==> src/rtl/uart_csr_pkg.sv <==
// Shared definitions for the UART AXI4-Lite CSR block: register offsets,
// response codes, CONTROL/IRQ field positions and the CONTROL layout.
package uart_csr_pkg;

  localparam logic [7:0] OFF_CONTROL    = 8'h00;
  localparam logic [7:0] OFF_STATUS     = 8'h04;
  localparam logic [7:0] OFF_TX_DATA    = 8'h08;
  localparam logic [7:0] OFF_RX_DATA    = 8'h0C;
  localparam logic [7:0] OFF_BAUD_DIV   = 8'h10;
  localparam logic [7:0] OFF_IRQ_STATUS = 8'h14;

  localparam logic [1:0] RESP_OKAY   = 2'b00;
  localparam logic [1:0] RESP_SLVERR = 2'b10;
  localparam logic [1:0] RESP_DECERR = 2'b11;

  localparam int CTRL_TX_EN_BIT     = 0;
  localparam int CTRL_RX_EN_BIT     = 1;
  localparam int CTRL_LOOPBACK_BIT  = 2;
  localparam int CTRL_IRQ_EN_LSB    = 4;
  localparam int CTRL_TX_THRESH_LSB = 8;
  localparam int CTRL_RX_THRESH_LSB = 16;

  localparam int IRQ_TX_LOW_BIT   = 0;
  localparam int IRQ_RX_AVAIL_BIT = 1;
  localparam int IRQ_OVERRUN_BIT  = 2;

  // Writable CONTROL bits; everything else reads back as zero.
  localparam logic [31:0] CTRL_WR_MASK =
      (32'h1  << CTRL_TX_EN_BIT)     | (32'h1  << CTRL_RX_EN_BIT) |
      (32'h1  << CTRL_LOOPBACK_BIT)  | (32'h7  << CTRL_IRQ_EN_LSB) |
      (32'hFF << CTRL_TX_THRESH_LSB) | (32'hFF << CTRL_RX_THRESH_LSB);

  typedef struct packed {
    logic [7:0] rsvd_hi;
    logic [7:0] rx_thresh;
    logic [7:0] tx_thresh;
    logic       rsvd7;
    logic [2:0] irq_en;
    logic       rsvd3;
    logic       loopback;
    logic       rx_en;
    logic       tx_en;
  } ctrl_t;

  function automatic logic [31:0] apply_wstrb(input logic [31:0] old_v,
                                              input logic [31:0] new_v,
                                              input logic [3:0]  strb);
    logic [31:0] res;
    for (int i = 0; i < 4; i++) begin
      res[i*8 +: 8] = strb[i] ? new_v[i*8 +: 8] : old_v[i*8 +: 8];
    end
    return res;
  endfunction

endpackage

==> src/rtl/axil_slave_wr_ctrl.sv <==
// AXI4-Lite write-side controller: captures AW and W independently, issues a
// single commit strobe when both are present, and holds the B response.
module axil_slave_wr_ctrl #(
  parameter int ADDR_W = 8
) (
  input  logic              aclk,
  input  logic              areset,
  input  logic [ADDR_W-1:0] awaddr_i,
  input  logic              awvalid_i,
  output logic              awready_o,
  input  logic [31:0]       wdata_i,
  input  logic [3:0]        wstrb_i,
  input  logic              wvalid_i,
  output logic              wready_o,
  output logic [1:0]        bresp_o,
  output logic              bvalid_o,
  input  logic              bready_i,
  output logic              commit_o,
  output logic [ADDR_W-1:0] commit_addr_o,
  output logic [31:0]       commit_data_o,
  output logic [3:0]        commit_strb_o,
  input  logic [1:0]        commit_resp_i
);

  logic              aw_held_q, aw_held_d;
  logic              w_held_q, w_held_d;
  logic              bvalid_q, bvalid_d;
  logic [1:0]        bresp_q, bresp_d;
  logic [ADDR_W-1:0] awaddr_q, awaddr_d;
  logic [31:0]       wdata_q, wdata_d;
  logic [3:0]        wstrb_q, wstrb_d;
  logic              aw_hs, w_hs, b_hs;

  // Valid/ready: a channel transfers in any cycle where both are high at the
  // clock edge; once valid is raised by the sender it is held until transfer.
  assign awready_o = !aw_held_q;
  assign wready_o  = !w_held_q;
  assign bvalid_o  = bvalid_q;
  assign bresp_o   = bresp_q;

  assign aw_hs = awvalid_i && !aw_held_q;
  assign w_hs  = wvalid_i && !w_held_q;
  assign b_hs  = bvalid_q && bready_i;

  // Held halves stay captured until B completes, so bvalid gates re-commit.
  assign commit_o      = (aw_held_q || aw_hs) && (w_held_q || w_hs) && !bvalid_q;
  assign commit_addr_o = aw_held_q ? awaddr_q : awaddr_i;
  assign commit_data_o = w_held_q ? wdata_q : wdata_i;
  assign commit_strb_o = w_held_q ? wstrb_q : wstrb_i;

  always_comb begin
    aw_held_d = aw_held_q;
    w_held_d  = w_held_q;
    bvalid_d  = bvalid_q;
    bresp_d   = bresp_q;
    awaddr_d  = awaddr_q;
    wdata_d   = wdata_q;
    wstrb_d   = wstrb_q;
    if (aw_hs) begin
      aw_held_d = 1'b1;
      awaddr_d  = awaddr_i;
    end
    if (w_hs) begin
      w_held_d = 1'b1;
      wdata_d  = wdata_i;
      wstrb_d  = wstrb_i;
    end
    if (commit_o) begin
      bvalid_d = 1'b1;
      bresp_d  = commit_resp_i;
    end
    if (b_hs) begin
      bvalid_d  = 1'b0;
      aw_held_d = 1'b0;
      w_held_d  = 1'b0;
    end
  end

  always_ff @(posedge aclk or posedge areset) begin
    if (areset) begin
      aw_held_q <= 1'b0;
      w_held_q  <= 1'b0;
      bvalid_q  <= 1'b0;
      bresp_q   <= 2'b00;
      awaddr_q  <= '0;
      wdata_q   <= '0;
      wstrb_q   <= '0;
    end else begin
      aw_held_q <= aw_held_d;
      w_held_q  <= w_held_d;
      bvalid_q  <= bvalid_d;
      bresp_q   <= bresp_d;
      awaddr_q  <= awaddr_d;
      wdata_q   <= wdata_d;
      wstrb_q   <= wstrb_d;
    end
  end

endmodule

==> src/rtl/uart_axil_csr_v2.sv <==
// UART register block on AXI4-Lite: CONTROL, STATUS, TX/RX data ports,
// baud divisor and level/overrun interrupts with a registered irq.
module uart_axil_csr_v2
  import uart_csr_pkg::*;
#(
  parameter int               ADDR_W    = 8,
  parameter int               LVL_W     = 5,
  parameter int               DIV_W     = 16,
  parameter logic [DIV_W-1:0] DIV_RESET = 16'd868
) (
  input  logic              aclk,
  input  logic              areset,
  input  logic [ADDR_W-1:0] awaddr,
  input  logic              awvalid,
  output logic              awready,
  input  logic [31:0]       wdata,
  input  logic [3:0]        wstrb,
  input  logic              wvalid,
  output logic              wready,
  output logic [1:0]        bresp,
  output logic              bvalid,
  input  logic              bready,
  input  logic [ADDR_W-1:0] araddr,
  input  logic              arvalid,
  output logic              arready,
  output logic [31:0]       rdata,
  output logic [1:0]        rresp,
  output logic              rvalid,
  input  logic              rready,
  output logic              tx_fifo_wrvalid,
  output logic [7:0]        tx_fifo_wrdata,
  input  logic              tx_fifo_full,
  input  logic [LVL_W-1:0]  tx_fifo_level,
  output logic              rx_fifo_rdready,
  input  logic [7:0]        rx_fifo_rddata,
  input  logic              rx_fifo_empty,
  input  logic [LVL_W-1:0]  rx_fifo_level,
  input  logic              rx_overrun,
  output logic              ctrl_tx_en,
  output logic              ctrl_rx_en,
  output logic              ctrl_loopback,
  output logic [DIV_W-1:0]  baud_div,
  output logic              irq
);

  if (LVL_W > 8) begin : g_lvl_w_chk
    $error("LVL_W must not exceed 8");
  end
  if (DIV_W > 32) begin : g_div_w_chk
    $error("DIV_W must not exceed 32");
  end

  logic              wr_commit;
  logic [ADDR_W-1:0] wr_addr;
  logic [31:0]       wr_data;
  logic [3:0]        wr_strb;
  logic [1:0]        wr_resp;

  ctrl_t             ctrl_q, ctrl_d;
  logic [DIV_W-1:0]  baud_q, baud_d;
  logic              ovr_q, ovr_d;
  logic              irq_q, irq_d;
  logic              tx_wrvalid_q, tx_wrvalid_d;
  logic [7:0]        tx_wrdata_q, tx_wrdata_d;
  logic              rvalid_q, rvalid_d;
  logic [31:0]       rdata_q, rdata_d;
  logic [1:0]        rresp_q, rresp_d;
  logic              rx_pop_q, rx_pop_d;

  logic [31:0]       rd_data_c;
  logic [1:0]        rd_resp_c;
  logic              rd_pop_c;
  logic              ar_hs;
  logic [7:0]        tx_lvl8, rx_lvl8;
  logic              rx_lvl_max;
  logic [2:0]        irq_stat;

  axil_slave_wr_ctrl #(.ADDR_W(ADDR_W)) u_wr_ctrl (
    .aclk          (aclk),
    .areset        (areset),
    .awaddr_i      (awaddr),
    .awvalid_i     (awvalid),
    .awready_o     (awready),
    .wdata_i       (wdata),
    .wstrb_i       (wstrb),
    .wvalid_i      (wvalid),
    .wready_o      (wready),
    .bresp_o       (bresp),
    .bvalid_o      (bvalid),
    .bready_i      (bready),
    .commit_o      (wr_commit),
    .commit_addr_o (wr_addr),
    .commit_data_o (wr_data),
    .commit_strb_o (wr_strb),
    .commit_resp_i (wr_resp)
  );

  assign tx_lvl8    = 8'(tx_fifo_level);
  assign rx_lvl8    = 8'(rx_fifo_level);
  assign rx_lvl_max = (rx_fifo_level == {LVL_W{1'b1}});

  always_comb begin
    irq_stat                   = '0;
    irq_stat[IRQ_TX_LOW_BIT]   = (tx_lvl8 <= ctrl_q.tx_thresh);
    irq_stat[IRQ_RX_AVAIL_BIT] = (rx_lvl8 >= ctrl_q.rx_thresh) && !rx_fifo_empty;
    irq_stat[IRQ_OVERRUN_BIT]  = ovr_q;
  end

  // Write side effects and response, evaluated only in the commit cycle.
  always_comb begin
    ctrl_d       = ctrl_q;
    baud_d       = baud_q;
    ovr_d        = ovr_q;
    tx_wrvalid_d = 1'b0;
    tx_wrdata_d  = tx_wrdata_q;
    wr_resp      = RESP_OKAY;
    if (wr_commit) begin
      case (wr_addr)
        ADDR_W'(OFF_CONTROL):
          ctrl_d = ctrl_t'(apply_wstrb(ctrl_q, wr_data, wr_strb) & CTRL_WR_MASK);
        ADDR_W'(OFF_STATUS), ADDR_W'(OFF_RX_DATA): ;
        ADDR_W'(OFF_TX_DATA): begin
          if (tx_fifo_full) begin
            wr_resp = RESP_SLVERR;
          end else if (wr_strb[0]) begin
            tx_wrvalid_d = 1'b1;
            tx_wrdata_d  = wr_data[7:0];
          end
        end
        ADDR_W'(OFF_BAUD_DIV):
          baud_d = DIV_W'(apply_wstrb(32'(baud_q), wr_data, wr_strb));
        ADDR_W'(OFF_IRQ_STATUS):
          if (wr_strb[0] && wr_data[IRQ_OVERRUN_BIT]) ovr_d = 1'b0;
        default: wr_resp = RESP_DECERR;
      endcase
    end
    // A new overrun outranks a simultaneous W1C.
    if (rx_overrun) ovr_d = 1'b1;
    irq_d = |(irq_stat & ctrl_q.irq_en);
  end

  assign ar_hs = arvalid && !rvalid_q;

  always_comb begin
    rd_data_c = '0;
    rd_resp_c = RESP_OKAY;
    rd_pop_c  = 1'b0;
    case (araddr)
      ADDR_W'(OFF_CONTROL):  rd_data_c = ctrl_q;
      ADDR_W'(OFF_STATUS):
        rd_data_c = {8'h00, rx_lvl8, tx_lvl8, 4'h0,
                     rx_lvl_max, rx_fifo_empty, tx_fifo_full, (tx_lvl8 == 8'h00)};
      ADDR_W'(OFF_TX_DATA):  rd_data_c = '0;
      ADDR_W'(OFF_RX_DATA): begin
        if (rx_fifo_empty) begin
          rd_resp_c = RESP_SLVERR;
        end else begin
          rd_data_c = {24'h0, rx_fifo_rddata};
          rd_pop_c  = 1'b1;
        end
      end
      ADDR_W'(OFF_BAUD_DIV):   rd_data_c = 32'(baud_q);
      ADDR_W'(OFF_IRQ_STATUS): rd_data_c = 32'(irq_stat);
      default:                 rd_resp_c = RESP_DECERR;
    endcase

    rvalid_d = rvalid_q;
    rdata_d  = rdata_q;
    rresp_d  = rresp_q;
    rx_pop_d = 1'b0;
    if (rvalid_q && rready) rvalid_d = 1'b0;
    if (ar_hs) begin
      rvalid_d = 1'b1;
      rdata_d  = rd_data_c;
      rresp_d  = rd_resp_c;
      rx_pop_d = rd_pop_c;
    end
  end

  always_ff @(posedge aclk or posedge areset) begin
    if (areset) begin
      ctrl_q       <= '0;
      baud_q       <= DIV_RESET;
      ovr_q        <= 1'b0;
      irq_q        <= 1'b0;
      tx_wrvalid_q <= 1'b0;
      tx_wrdata_q  <= 8'h00;
      rvalid_q     <= 1'b0;
      rdata_q      <= '0;
      rresp_q      <= RESP_OKAY;
      rx_pop_q     <= 1'b0;
    end else begin
      ctrl_q       <= ctrl_d;
      baud_q       <= baud_d;
      ovr_q        <= ovr_d;
      irq_q        <= irq_d;
      tx_wrvalid_q <= tx_wrvalid_d;
      tx_wrdata_q  <= tx_wrdata_d;
      rvalid_q     <= rvalid_d;
      rdata_q      <= rdata_d;
      rresp_q      <= rresp_d;
      rx_pop_q     <= rx_pop_d;
    end
  end

  assign arready         = !rvalid_q;
  assign rvalid          = rvalid_q;
  assign rdata           = rdata_q;
  assign rresp           = rresp_q;
  assign tx_fifo_wrvalid = tx_wrvalid_q;
  assign tx_fifo_wrdata  = tx_wrdata_q;
  assign rx_fifo_rdready = rx_pop_q;
  assign ctrl_tx_en      = ctrl_q.tx_en;
  assign ctrl_rx_en      = ctrl_q.rx_en;
  assign ctrl_loopback   = ctrl_q.loopback;
  assign baud_div        = baud_q;
  assign irq             = irq_q;

endmodule

==> config.mk <==
export PLATFORM = sky130hd
export DESIGN_NAME = uart_axil_csr_v2
export DESIGN_NICKNAME = d
export VERILOG_FILES = /design/src/rtl/uart_csr_pkg.sv /design/src/rtl/axil_slave_wr_ctrl.sv /design/src/rtl/uart_axil_csr_v2.sv
export SDC_FILE = /design/constraint.sdc
export NUM_CORES = 1
export LEC_CHECK = 0
export CORE_MARGIN = 2
export CORE_UTILIZATION = 45
export CTS_BUF_LIST = sky130_fd_sc_hd__clkbuf_8
export DETAILED_ROUTE_END_ITERATION = 10
export PLACE_DENSITY = 0.78
export SETUP_SLACK_MARGIN = 0.3
export SLEW_MARGIN = 20
export SYNTH_ARGS = -nofsm -noshare
export SYNTH_HDL_FRONTEND = slang
export SYNTH_SLANG_ARGS = --single-unit
==> constraint.sdc <==
create_clock -name aclk -period 4.3 [get_ports aclk]
set_clock_uncertainty 0.1 [all_clocks]
set_input_delay 1.075 -clock aclk [delete_from_list [all_inputs] [get_ports aclk]]
set_output_delay 1.075 -clock aclk [all_outputs]
set_load 0.05 [all_outputs]
Yosys cells after proc, flatten, opt, wreduce, memory -nomap -nowiden
Cells that the tools add are included.
Operators by class
  magnitude comparators: 2
  equal/unequal tests: 11
  multiplexer cells: 28
  bitwise gates (word level): 2
  reductions and logical operators: 36
Operators by type and width (count)
  case mux 24 bit (5 select lines): 1
  equality test 8 x 4 -> 1 bit, second input constant: 4
  equality test 8 x 5 -> 1 bit, second input constant: 4
  zero test 8 bit: 3
  two-way mux 24 bit: 1
  two-way mux 1 bit: 19
  AND reduction 3 bit: 6
  equality test 8 x 3 -> 1 bit, second input constant: 2
  two-way mux 8 bit: 2
  nonzero test 2 bit: 7
  OR reduction 5 bit: 2
  logical AND 1 bit: 9
  >= comparator 5 x 8 -> 1 bit: 1
  <= comparator 5 x 8 -> 1 bit: 1
  case mux 2 bit (2 select lines): 2
  equality test 5 bit, second input constant: 1
  zero test 1 bit: 5
  two-way mux 2 bit: 2
  AND reduction 4 bit: 1
  bitwise AND 3 bit: 1
  two-way mux 3 bit: 1
  OR reduction 3 bit: 1
  logical OR 1 bit: 2
  inverter 1 bit: 1
Storage, ports and cells
  bits in registers: 125
  bits of input ports: 80
  output and inout port bits: 71
  word-level logic and storage cells: 102

Longest topological paths before layout
Gate-level depths: netlist (run 1).
  depth after elaboration: 7
  gate-level depth with buffers: 8
  gate-level depth less buffers: 7

Cells and area by module
A second synthesis (run 1) with hierarchy kept.
Unflattened totals
  cell total of the unflattened synthesis: 505
  area total of the unflattened synthesis: 6343.6 µm²
Modules (own cells, without submodules)
  uart_axil_csr_v2: instances 1, cells each 345, area each 3807.4 µm², seq. area each 1933.1 µm²
  axil_slave_wr_ctrl: instances 1, cells each 160, area each 2536.2 µm², seq. area each 1226.2 µm²

Worst setup path before layout (run 1)
No wires, ideal clock.
  path kind: input-to-reg
  start point: in awaddr[7]
  end point: reg tx_wrdata_q[0] (netlist: tx_fifo_wrdata[0])
  library setup time: 125 ps
  arrival time: 2505 ps
  data required time: 4075 ps
  setup slack: 1569 ps
  cell stages on the path: 6
  buffers on the path: 1
  path through: nor4_4 -> a22o_4 -> nand2_2 -> or4_4 -> buf_6 -> mux2_4
Between the ends
  cells in the longest elaborated chain, start to end: 3
Ends and longest elaborated chain
  from (decl): RTL line uart_axil_csr_v2.sv:13  | input logic [ADDR_W-1:0] awaddr,
  two-way mux 8 bit: RTL line axil_slave_wr_ctrl.sv:47  | assign commit_addr_o = aw_held_q ? awaddr_q : awaddr_i;
  equality test 8 x 4 -> 1 bit: RTL line uart_axil_csr_v2.sv:118  | case (wr_addr)
  AND reduction 4 bit (no source line)
  to (signal assigned): RTL line uart_axil_csr_v2.sv:198  | tx_wrdata_q <= tx_wrdata_d;
  to (decl): RTL line uart_axil_csr_v2.sv:64  | logic [7:0] tx_wrdata_q, tx_wrdata_d;
No other way between the ends.
A chain may end at the register's enable or synchronous reset.

Worst setup path after layout (run 1)
  start point: reg u_wr_ctrl.aw_held_q
  end point: out awready
Between the ends
  cells in the longest elaborated chain, start to end: 1
Ends and longest elaborated chain
  from (decl): RTL line axil_slave_wr_ctrl.sv:25  | logic aw_held_q, aw_held_d;
  from (signal assigned): RTL line axil_slave_wr_ctrl.sv:89  | aw_held_q <= aw_held_d;
  zero test 1 bit: RTL line axil_slave_wr_ctrl.sv:36  | assign awready_o = !aw_held_q;
  to (decl): RTL line uart_axil_csr_v2.sv:15  | output logic awready,
No other way between the ends.

==> impl_metrics.tcl, run 1 <==
set metrics [dict create \
    first_global_vias 4392 \
    ir_drop_mv 0.290 \
    hp-class "flip-flop to flip-flop" \
    min_period_ns 3.10 \
    cts_hold_buf 0 \
    timing.final.crit_share_pct 72.2 \
    worst-path-max-fanout 10 \
    syn_area_mm2 0.00563 \
    drt_wl_total_um 14100 \
    portBuffers 133 \
    dp.cells 752 \
    crit_path_end_kind "output port" \
    final_cell_count_no_fill 783 \
    dr.pass1.iters 5 \
    yosysTopAreaCell "dfrtp_1" \
    gp_congestion 0.848 \
    worst-slew-pin-transition_ns 0.768 \
    path_clk_slew_ns 0.07 \
    cts_tree "done" \
    antenna_found_initial 0 \
    async_flop_share_pct 100 \
    area_growth_syn_to_layout_pct 33.9 \
    avgSynthCellArea_um2 12.2 \
    fin_nets 693 \
    timing.fmax_mhz 322 \
    yosys_warnings 0 \
    hpwlAfterDp_um 10300 \
    synth-seq-cells 117 \
    grt_pass1_wl_um 22800 \
    vias_per_cell 5.33 \
    hold_viol 0 \
    cts_resized 0 \
    drv_slew 0 \
    cts.sinks 117 \
    cts_root_buffer "clkbuf_8" \
    start_util_pct 46.5 \
    finalSetupViolCount 0 \
    crit_type "flip-flop to output port" \
    synthCells 462 \
    insertion_delay_ns 0.45 \
    post-cts-setup-buffers 0 \
    dieArea_mm2 0.0134 \
    grt_max_degree 57 \
    drive_gt1_share_pct 25.7 \
    status "complete, no violations" \
    drv_cap 0 \
    final_common_cell "clkdlybuf4s50_1" \
    clockBufferDepth 2 \
    wl_per_cell_um 18.0 \
    fp.dieH_um 116 \
    ys_seq_area_share_pct 52.1 \
    rsz0062_at_grt "no" \
    num_vias 4170 \
    p_leak_nw 3.33 \
    coreArea_mm2 0.0121 \
    n_antenna_cell 0 \
    cp.required_ns 3.12 \
    ioPinCount 151 \
    synthTopCellsByArea "dfrtp_1, mux2_2, mux2i_1" \
    start_kind "flip-flop" \
    die_w_um 116 \
    final_cell_mix "clkdlybuf4s50_1, dfrtp_1, mux2_2" \
    h-tree-depth 4 \
    postRouteAntennaNets 0 \
    synth_ff_type "dfrtp_1" \
    synth-edff-count 0 \
    ys_types 54 \
    worst_ep_arrival_time_ns 1.93 \
    drtIter0Drc 183 \
    synth.top_cell.area_share_pct 49.8 \
    relSlewSlack_pct 48.6 \
    cts_buffers 17 \
    tns_ns 0 \
    rows 40 \
    grt-ovfl-total 0 \
    drc_errors 0 \
    grt_usage_pct 22.6 \
    power_density_mw_per_mm2 503 \
]
==> worst max-delay path, cell delays in order, from the launching register on <==
cell             delay [ns]
dfrtp_1                0.54
inv_1                  0.14
clkdlybuf4s50_1        0.81
==> worst paths after layout <==
path	startpoint	to	slack, ns	depth (start not counted)
worst max-delay path	u_wr_ctrl.aw_held_q	awready	1.20	2
worst min-delay path	rdata[9]	rdata[9]	0.38	2
worst max register to register	u_wr_ctrl.aw_held_q	ctrl_q[8]	1.73	4
worst min register to register	rdata[9]	rdata[9]	0.38	2
max in group asynchronous	areset	baud_div[9]	2.20	3
min in group asynchronous	areset	u_wr_ctrl.wdata_q[0]	1.01	2
==> logic make-up after synthesis <==
kind of cell,count (synthesis),share of synthesized area [%]
simple gates,92,8.56
other cells,1,0.0666
buf+inv,48,4.05
flops,117,52.1
fa+ha+maj,10,2.22
mux,120,24.3
compound gates,74,8.67
==> registers in the layout (all words and copies together), names as in the netlist <==
name,cells
u_wr_ctrl.bresp_o,2
u_wr_ctrl.aw_held_q,1
ctrl_loopback,1
rdata,24
u_wr_ctrl.wdata_q,24
ctrl_tx_en,1
u_wr_ctrl.awaddr_q,8
irq,1
ctrl_q,19
tx_fifo_wrvalid,1
u_wr_ctrl.w_held_q,1
rvalid,1
ctrl_rx_en,1
rx_fifo_rdready,1
ovr_q,1
rresp,2
tx_fifo_wrdata,8
u_wr_ctrl.bvalid_o,1
baud_div,16
u_wr_ctrl.wstrb_q,3
==> where the power goes <==
part | leakage (nW) | internal, mW | switching (mW)
sequential | 1.48 | 1.37 | 0.176
combinational | 1.65 | 0.580 | 0.651
clock | 0.206 | 0.583 | 0.434
total | 3.33 | 2.53 | 1.26
==> through the flow <==
stage / hold WS, ns / total power [mW] / setup WS [ns] / util, % / cell area [um^2]
5_1_grt: 0.415 / 3.99 / 1.11 / 62.2 / 7540
3_3_place_gp: 0.360 / 2.74 / 0.845 / 58.9 / 7140
4_1_cts: 0.388 / 3.82 / 1.17 / 62.2 / 7540
2_1_floorplan: 0.372 / 2.40 / 1.57 / - / 5660
3_5_place_dp: 0.374 / 2.79 / 0.762 / 58.9 / 7140
6_report: 0.384 / 3.79 / 1.20 / 62.2 / 7540
==> routing by layer <==
metal	track usage [%]	vias to the layer above	part of all wire [%]	wire [um]
li1	-	1928	-	-
met2	37.5	135	49	6920
met3	5.60	23	5.9	830
met5	0	-	0	0
met4	8.25	0	1.7	240
met1	29.0	2084	43	6110
==> cell usage after synthesis (all sizes together) (2+ instances only) <==
cell type and number:
and3 3, a32oi 2, nand3 10, mux2i 19, a22oi 12, nor4 2, ha 10, dfrtp 112
nand2 40, or4 2, o21a 2, nand4 3, o22ai 2, nand2b 5, clkbuf 13, nor2 14
nor2b 3, dfstp 5, a21oi 5, buf 15, a22o 4, mux2 100, a31oi 4, a21o 2
nor3 5, inv 20, and2 3, o21ai 30
==> layout make-up <==
class                      instances  area (um^2)
clock inverter                     9          100
tap                              168          210
multi-input combinational        304         2490
timing repair buffer             143         1420
inverter                          20         78.8
clock buffer                      22          303
sequential                       117         2930
fill                            1000         4570
(Power assumes the default switching activity.)
==> inputs of run 2 (changes only) <==
--- a/config.mk
+++ b/config.mk
@@ -9,7 +9,7 @@
 export CORE_UTILIZATION = 45
 export CTS_BUF_LIST = sky130_fd_sc_hd__clkbuf_8
 export DETAILED_ROUTE_END_ITERATION = 10
-export PLACE_DENSITY = 0.78
+export PLACE_DENSITY = 0.75
 export SETUP_SLACK_MARGIN = 0.3
 export SLEW_MARGIN = 20
 export SYNTH_ARGS = -nofsm -noshare
==> constraint.sdc (replaced) <==
create_clock -name aclk -period 2.9 [get_ports aclk]
set_clock_uncertainty 0.1 [all_clocks]
set_input_delay 0.725 -clock aclk [delete_from_list [all_inputs] [get_ports aclk]]
set_output_delay 0.725 -clock aclk [all_outputs]
set_load 0.05 [all_outputs]
==> run 2 against run 1 <==
Sequential share of layout area decreased by 0.10 points. Critical endpoint is now bvalid. Combinational power is 50% higher. First-iteration DRC count grew 31%. Routed wire length fell by 0.72%. Non-clock buffer count increased by 10. Cell count grew 1.4%. Die area unchanged. Critical path depth is 1 lower. Register-to-register slack lost 1.2 ns.
==> impl_metrics.tcl, run 2 (synthesis results as in run 1) <==
set metrics [dict create \
    crit_slowest_cell "clkdlybuf4s50_1" \
    grt-ovfl-total 0 \
    n_antenna_cell 0 \
    dr.pass1.iters 4 \
    gp_congestion 0.805 \
    grt_max_degree 118 \
    fp.dieH_um 116 \
    crit_buf_inv 1 \
    portBuffers 133 \
    postLayoutCoreUtil_pct 62.4 \
    drtIter0Drc 240 \
    coreArea_mm2 0.0121 \
    path_cells "clkdlybuf4s50_1" \
    post-cts-setup-buffers 0 \
    cts.sinks 117 \
    worst_ep_arrival_time_ns 1.71 \
    vias_per_cell 5.30 \
    cp.required_ns 2.08 \
    worstHoldPathCells 2 \
    drc_errors 0 \
    hp-class "flip-flop to flip-flop" \
    ioPinCount 151 \
    crit_type "flip-flop to output port" \
    p_leak_nw 3.42 \
    cts_tree "done" \
    p_total_mw 5.42 \
    power_density_mw_per_mm2 718 \
    fin_nets 703 \
    drive_gt1_share_pct 26.0 \
    hold_start "rdata[10]" \
    postRouteAntennaNets 0 \
    worst_r2r_path_depth 5 \
    min_to "rdata[10]" \
    clockBufferDepth 2 \
    regToRegEndpoint "tx_fifo_wrdata[6]" \
    fillers 998 \
    crit_family "buffers and inverters" \
    stdcell_area_mm2 0.00756 \
    final_cell_count_no_fill 794 \
    h-tree-depth 4 \
    die_w_um 116 \
    first_global_vias 4436 \
    cts_root_buffer "clkbuf_8" \
    max_stage_delay_ns 0.84 \
    final_common_cell "clkdlybuf4s50_1" \
    insertion_delay_ns 0.44 \
    hold_viol 0 \
    path_clk_slew_ns 0.07 \
    relSlewSlack_pct 59.0 \
    antenna_found_initial 0 \
    ir_drop_mv 0.415 \
    place_area_mm2 0.00722 \
    crit_path_end_kind "output port" \
    min_period_ns 2.54 \
    start_util_pct 46.5 \
    drv_cap 0 \
    drv_slew 0 \
    finalSetupViolCount 0 \
    drt_wl_total_um 14000 \
    dieArea_mm2 0.0134 \
    r2r_slack_ns 0.52 \
    timing.final.crit_share_pct 87.6 \
    dp.cells 762 \
    cts_buffers 17 \
    rsz0062_at_grt "no" \
    grt_usage_pct 22.1 \
    wl_per_cell_um 17.6 \
    worst-slew-pin-transition_ns 0.614 \
    seqCellArea_mm2 0.00293 \
    final_cell_mix "clkdlybuf4s50_1, dfrtp_1, mux2_2" \
    start_kind "flip-flop" \
    hpwlAfterDp_um 10100 \
    worst-path-max-fanout 5 \
    num_vias 4209 \
    r2r-start "u_wr_ctrl.aw_held_q" \
    rows 40 \
    timing.fmax_mhz 394 \
    grt_pass1_wl_um 22500 \
    multi_input_area_mm2 0.00249 \
    status "complete, no violations" \
    area_growth_syn_to_layout_pct 34.3 \
    tns_ns 0 \
]
==> run 2: cell type report <==
| cell class | instances | share of cell area [%] |
|---|---|---|
| multi-input cells | 304 | 33.0 |
| flip-flops and latches | 117 | 38.8 |
| clock buffers | 19 | 3.46 |
| inverters | 20 | 1.04 |
| clock inverters | 13 | 1.08 |
| repair buffers | 153 | 19.8 |
| well taps | 168 | 2.78 |
==> run 2: worst max path at each step <==
stage                             from  slack (ns)  depth (start not counted)                 to
global route        u_wr_ctrl.bvalid_o        0.31                          1             bvalid
detailed placement           awaddr[7]       -0.03                          6  tx_fifo_wrdata[1]
global placement             awaddr[7]      -0.007                          6  tx_fifo_wrdata[3]
finish              u_wr_ctrl.bvalid_o        0.36                          1             bvalid
floorplan                    awaddr[7]        0.52                          6  tx_fifo_wrdata[0]
CTS                             rvalid        0.32                          2            arready
==> run 2: per-stage QoR <==
step | setup WS (ns) | hold slack (ns)
floorplan | 0.519 | 0.372
global placement | -0.00680 | 0.360
detailed placement | -0.0275 | 0.370
CTS | 0.318 | 0.385
global route | 0.308 | 0.420
finish | 0.360 | 0.379
==> run 2: power by group <==
group / total, mW / leakage [nW] / internal (mW) / switching [mW]
clock network: 1.31 / 0.208 / 0.691 / 0.617
logic: 1.84 / 1.74 / 0.867 / 0.968
registers: 2.28 / 1.48 / 2.03 / 0.254
==> run 2: layer usage <==
metal | vias up | GRT usage (%) | share of wire (%)
met2 | 155 | 36.7 | 49
met4 | 0 | 8.25 | 1.7
li1 | 1942 | - | -
met3 | 18 | 5.33 | 5.6
met1 | 2094 | 28.3 | 43
met5 | - | 0 | 0
==> run 2: repair_timing <==
action,CTS,global route
endpoints found under the setup margin,6,1
resized for setup,6,1
cloned,0,0
hold buffers,0,0
pin swaps,0,0
